===== config.mk =====
export PLATFORM = sky130hd
export DESIGN_NAME = instruction_fetch
export DESIGN_NICKNAME = d
export VERILOG_FILES = /design/src/rtl/mips_pkg.sv /design/src/rtl/pc_adder.sv /design/src/rtl/instruction_fetch.sv
export SDC_FILE = /design/constraint.sdc
export NUM_CORES = 1
export LEC_CHECK = 0
export CORE_ASPECT_RATIO = 1.5
export CORE_MARGIN = 10
export CORE_UTILIZATION = 45
export CTS_CLUSTER_SIZE = 30
export DETAILED_ROUTE_END_ITERATION = 6
export GPL_TIMING_DRIVEN = 0
export PLACE_DENSITY_LB_ADDON = 0.25
export SKIP_CTS_REPAIR_TIMING = 1
export SLEW_MARGIN = 20
export SYNTH_ARGS = -nofsm -noshare
export SYNTH_HDL_FRONTEND = slang
export SYNTH_SLANG_ARGS = --single-unit

===== constraint.sdc =====
create_clock -name Clk -period 2.6 [get_ports Clk]
set_input_delay 0.52 -clock Clk [delete_from_list [all_inputs] [get_ports Clk]]
set_output_delay 0.52 -clock Clk [all_outputs]
set_load 0.01 [all_outputs]

===== src/rtl/mips_pkg.sv =====
// Shared types and constants for the MIPS fetch stage.
// Provides the fetch FSM state enum, the 32-bit word type and default constants.
// Ports: none (package).
package mips_pkg;

  typedef logic [31:0] word_t;

  typedef enum logic [1:0] {
    FETCH   = 2'd0,
    HOLD    = 2'd1,
    DISCARD = 2'd2
  } fetch_state_t;

  // Bubble instruction: sll $0,$0,0
  localparam word_t FETCH_NOP_WORD = 32'h0000_0000;
  localparam word_t FETCH_RESET_PC = 32'h0000_0000;

endpackage


===== src/rtl/pc_adder.sv =====
// Combinational PC incrementer (+4, wraps modulo 2^32).
// Ports: i_pc (current PC), o_pc_plus4 (i_pc + 4).
// Latency: zero cycles; no handshake.
module pc_adder
  import mips_pkg::*;
(
  input  word_t i_pc,
  output word_t o_pc_plus4
);

  assign o_pc_plus4 = i_pc + 32'd4;

endmodule


===== src/rtl/instruction_fetch.sv =====
// MIPS IF stage: PC register, next-PC select, single-outstanding imem handshake.
// Ports: Clk/Reset; hazard NotStall; ID redirects (BranchTaken/BranchTarget, Jump/JumpTarget);
//   imem IMemReq/IMemAddr/IMemReady/IMemData; IF/ID outputs PC_IF, PCAdderResult_IF,
//   Instruction_IF, FetchValid_IF, AddrError_IF.
// Optional feature macro: FETCH_ALIGN_CHECK_EN (misaligned redirect detection + forced alignment).
module instruction_fetch
  import mips_pkg::*;
#(
  parameter word_t RESET_PC = FETCH_RESET_PC,
  parameter word_t NOP_WORD = FETCH_NOP_WORD
) (
  input  logic        Clk,
  input  logic        Reset,
  input  logic        NotStall,
  input  logic        BranchTaken,
  input  logic [31:0] BranchTarget,
  input  logic        Jump,
  input  logic [31:0] JumpTarget,
  output logic        IMemReq,
  output logic [31:0] IMemAddr,
  input  logic        IMemReady,
  input  logic [31:0] IMemData,
  output logic [31:0] PC_IF,
  output logic [31:0] PCAdderResult_IF,
  output logic [31:0] Instruction_IF,
  output logic        FetchValid_IF,
  output logic        AddrError_IF
);

  fetch_state_t r_state;
  fetch_state_t w_state_nxt;
  word_t        r_pc;
  word_t        w_pc_nxt;
  word_t        r_buffer;
  word_t        w_buffer_nxt;
  word_t        r_redirect_pc;
  word_t        w_redirect_pc_nxt;
  word_t        w_pc_plus4;
  word_t        w_target_raw;
  word_t        w_target;
  logic         w_redirect;

  pc_adder u_pc_adder (
    .i_pc       (r_pc),
    .o_pc_plus4 (w_pc_plus4)
  );

  // Branch has priority over jump when both resolve in the same cycle.
  assign w_redirect   = BranchTaken | Jump;
  assign w_target_raw = BranchTaken ? BranchTarget : JumpTarget;

`ifdef FETCH_ALIGN_CHECK_EN
  logic r_addr_error;

  assign w_target     = {w_target_raw[31:2], 2'b00};
  assign AddrError_IF = r_addr_error;

  // Sticky until reset so software-visible faults are never lost.
  always_ff @(posedge Clk) begin
    if (Reset) begin
      r_addr_error <= 1'b0;
    end else if (w_redirect && (w_target_raw[1:0] != 2'b00)) begin
      r_addr_error <= 1'b1;
    end
  end
`else
  assign w_target     = w_target_raw;
  assign AddrError_IF = 1'b0;
`endif

  // The request address is the PC register itself, so it cannot move while a
  // request is pending: the PC only updates on IMemReady or from HOLD.
  assign IMemAddr         = r_pc;
  assign PC_IF            = r_pc;
  assign PCAdderResult_IF = w_pc_plus4;

  always_comb begin
    w_state_nxt       = r_state;
    w_pc_nxt          = r_pc;
    w_buffer_nxt      = r_buffer;
    w_redirect_pc_nxt = r_redirect_pc;
    IMemReq           = 1'b0;
    Instruction_IF    = NOP_WORD;
    FetchValid_IF     = 1'b0;

    case (r_state)
      FETCH: begin
        IMemReq = 1'b1;
        if (IMemReady && !w_redirect) begin
          Instruction_IF = IMemData;
          FetchValid_IF  = 1'b1;
        end
        if (w_redirect) begin
          if (IMemReady) begin
            w_pc_nxt = w_target;
          end else begin
            // Request still in flight: remember where to go once it drains.
            w_redirect_pc_nxt = w_target;
            w_state_nxt       = DISCARD;
          end
        end else if (IMemReady) begin
          if (NotStall) begin
            w_pc_nxt = w_pc_plus4;
          end else begin
            w_buffer_nxt = IMemData;
            w_state_nxt  = HOLD;
          end
        end
      end

      HOLD: begin
        Instruction_IF = r_buffer;
        FetchValid_IF  = 1'b1;
        if (w_redirect) begin
          w_pc_nxt    = w_target;
          w_state_nxt = FETCH;
        end else if (NotStall) begin
          w_pc_nxt    = w_pc_plus4;
          w_state_nxt = FETCH;
        end
      end

      DISCARD: begin
        // Keep the old request alive until memory answers, then drop the data.
        IMemReq = 1'b1;
        if (w_redirect) begin
          w_redirect_pc_nxt = w_target;
        end
        if (IMemReady) begin
          w_pc_nxt    = w_redirect ? w_target : r_redirect_pc;
          w_state_nxt = FETCH;
        end
      end

      default: begin
        w_state_nxt = FETCH;
      end
    endcase

    // Reset abandons any pending request immediately.
    if (Reset) begin
      IMemReq        = 1'b0;
      Instruction_IF = NOP_WORD;
      FetchValid_IF  = 1'b0;
    end
  end

  always_ff @(posedge Clk) begin
    if (Reset) begin
      r_state       <= FETCH;
      r_pc          <= RESET_PC;
      r_buffer      <= '0;
      r_redirect_pc <= '0;
    end else begin
      r_state       <= w_state_nxt;
      r_pc          <= w_pc_nxt;
      r_buffer      <= w_buffer_nxt;
      r_redirect_pc <= w_redirect_pc_nxt;
    end
  end

endmodule


==> run_results.csv <==
group,metric,value,unit
floorplanning,core_area,13000,um^2
setup_path,critPathTopFamily,"simple AND/OR/NAND/NOR gates",
clocking,clk_latency,0.35,ns
logic_synthesis,synthAdderAreaFrac,0.208,%
clocking,clock-sinks,98,
setup_path,path_buf_inv,2,
timing,final-hold-violation-count,0,
setup_path,startpoint,"IMemAddr[2]$_SDFFE_PP0P_",
drt,wl_per_cell,20.2,um
floorplanning,pin_count,233,
clocking,cts_made_buffers,9,
final_layout,drive_above_1_share,16.4,%
setup_path,critPathLaunchType,"flop",
timing,setup_slack,-0.328,ns
clocking,h-tree-depth,3,
logic_synthesis,async_flop_share,0,%
setup_path,reg2reg_depth,9,
global_route,grtUsageTotal,24.7,%
logic_synthesis,synthFlopType,"dfxtp_1",
drt,postRouteAntennaNets,0,
final_layout,num-nets-final,1182,
drt,avgViaCountPerCell,5.79,
logic_synthesis,ys_seq_area_share,32.6,%
timing,finalSetupViolCount,15,
timing,slew-limit-headroom,52.2,%
floorplanning,die_h,162,um
logic_synthesis,ys_ff_latch,98,
setup_path,cp_max_fo,7,
power,peakVddDrop,0.000396,V
logic_synthesis,synth_top_family_by_area,"compound AO/OA/AOI/OAI gates",
drt,routed_wl,25100,um
logic_synthesis,synth_mux_area_share,4.52,%
logic_synthesis,synthXorXnorAreaFrac,3.79,%
drt,drc,0,
logic_synthesis,synth.avg_cell_area,7.55,um^2
timing,skew,0.00826,ns
logic_synthesis,synth_cell_types,56,
drt,drt_iter0_drc,495,
flow_run,drv_cap,0,
logic_synthesis,synth_nets,899,
setup_path,end_kind,"output port",
logic_synthesis,synth_compound_area_share,24.9,%
floorplanning,die_w,114,um
setup_path,critical_path_class,"flop to output port",
final_layout,post-route-util,72.7,%
logic_synthesis,yosys_warnings,0,
clocking,clockBufferDepth,2,
hold_path,hold_depth,2,
logic_synthesis,yosys.area_share.simple,24.6,%
final_layout,fill_cells,1034,
power,power.leakage,0.00426,uW
final_layout,multi_input_area,3650,um^2
global_route,grt_antenna_before_repair,2,
floorplanning,fp-row-count,51,
place,place_area,8500,um^2
timing,min_period,2.93,ns
final_layout,stdcell_area,9470,um^2
setup_path,regToRegStartpoint,"IMemAddr[7]$_SDFFE_PP0P_",
hold_path,hold_path.class,"flop to flop",
clocking,cts_tree,"yes",
global_route,grt_max_degree,15,
setup_path,worst-path-stages,6,
place,portBuffers,229,
timing,rsz0062_at_grt,"true",
global_route,grt_pass1_wl,37200,um
floorplanning,die-area,18500,um^2
run_status,outcome,"finished with violations",
setup_path,path_cells,"nand4_4 > or4_4 > buf_6 > nor4_4 > xor2_1 > buf_2",
final_layout,seq_area,2010,um^2
power,cellPowerDensity,463,nW/um^2
final_layout,area_delta_synth_final,57.5,%
setup_path,crit_arrival,2.41,ns
logic_synthesis,syn_area,6010,um^2
logic_synthesis,synth-edff-count,0,
clocking,cts-root-buf,"clkbuf_16",
logic_synthesis,syn_inst,796,
run_status,violations,"negative setup slack",
setup_path,slowest_stage,"or4_4",
timing,slew_violations,0,
setup_path,worstPathRequired,2.08,ns
hold_path,hp-start,"r_buffer[15]$_SDFFE_PP0P_",
clocking,path_clk_slew,0.07,ns
global_route,grt-ovfl-total,0,
place,dpl.hpwl,18200,um
timing,worstMarginPinSlew,0.717,ns
setup_path,slowest_delay,0.63,ns
place,gp_congestion,0.926,
drt,via_count,7193,
timing,timing.final.crit_share,113,%
timing,max_freq,0.342,GHz
drt,dr.pass1.iters,5,
floorplanning,start_util,46.2,%
global_route,grt_pass1_vias,7068,
tightest hold or removal path: stages, from the launching register on:
cell and delay [ns]:
dfxtp_1 0.31, nand2_1 0.05, a21oi_1 0.05
sequential cells by signal, indices dropped and copies added (netlist names):
register,flops
IMemAddr,32
r_buffer,32
r_redirect_pc,32
r_state,2
stage by stage:
stage	worst slack (ns)	setup TNS (ns)	std cells	hold slack (ns)	total power, uW
4_1_cts	-1.26	-60.22	1198	0.456	4310
6_report	-0.328	-3.06	1243	0.456	4380
2_1_floorplan	0.0840	0	796	0.437	2290
5_1_grt	-0.395	-4.60	1243	0.473	4530
3_5_place_dp	-1.26	-76.96	1184	0.448	2910
3_3_place_gp	-1.25	-74.65	1184	0.443	2900
per-layer routing:
layer / track usage (%) / vias up / wire, um
met5: 0 / - / 0
met1: 26.0 / 3335 / 8710
met3: 8.05 / 75 / 2490
met4: 13.4 / 0 / 990
met2: 42.1 / 403 / 12900
li1: - / 3380 / -
cell usage in the layout, fill, tap and decap left out, types with 11 or more instances in the layout:
cell type / Yosys / layout
a211oi_1: 25 / 25
clkbuf_16: 0 / 11
clkbuf_2: 0 / 13
dfxtp_1: 98 / 84
nand2_1: 118 / 118
xnor2_1: 16 / 11
a21oi_1: 42 / 42
o21ai_0: 20 / 20
dlymetal6s2s_1: 0 / 36
nand2b_1: 15 / 15
clkbuf_1: 55 / 43
clkdlybuf4s50_1: 0 / 173
nand3_1: 16 / 14
a311oi_1: 28 / 28
nor2_1: 120 / 120
a22oi_1: 34 / 34
buf_2: 10 / 18
mux2i_1: 26 / 26
buf_4: 35 / 72
o311ai_0: 13 / 13
dfxtp_4: 0 / 12
path summary, 6_finish.rpt:
| path | to | slack (ns) |
|---|---|---|
| min reg2reg | r_buffer[15]$_SDFFE_PP0P_ | 0.46 |
| max | PCAdderResult_IF[27] | -0.33 |
| min | r_buffer[15]$_SDFFE_PP0P_ | 0.46 |
| max reg2reg | IMemAddr[23]$_SDFFE_PP0P_ | 0.18 |
synth_stat cells (all sizes together) (4+ instances only):
cell      n  area (um^2)
nand3    16         80.1
a21oi    42          210
a21o      7         52.6
o21a      9         67.6
xnor2    16          140
clkbuf   55          206
nor3     12         70.1
nand4     8         71.3
a22oi    34          255
xor2     10         87.6
buf      48          324
nand2b   15         93.8
inv       8         30.0
a311oi   28          245
nor4      9         77.6
a211oi   26          200
a221oi    4         41.3
dfxtp    98         1960
o311ai   13          114
nor2b    10         62.6
nor2    120          450
nand2   118          443
mux2i    26          260
o21ai    20          100
cell families (layout without fill, tap and decap cells):
logic type,count (synthesis),in the layout
multiplexers,27,27
flip-flops,98,98
XOR/XNOR,26,26
adder cells (fa/ha/maj),1,1
other,1,3
AO/OA/AOI/OAI,209,209
AND/OR/NAND/NOR,323,323
buffers and inverters,111,397
report_power, final:
group,internal [uW],switching [uW]
logic,644,589
clock network,858,569
registers,1600,120
final cells by class:
| cell class | count | share of cell area (%) |
|---|---|---|
| buffer | 103 | 6.28 |
| inverter | 8 | 0.317 |
| clock inverter | 3 | 0.687 |
| tap | 159 | 2.10 |
| multi-input combinational | 587 | 38.6 |
| timing repair buffer | 272 | 28.2 |
| antenna | 2 | 0.0529 |
| clock buffer | 11 | 2.56 |
| sequential | 98 | 21.2 |
No activity file was read; power rests on OpenSTA's default activity.
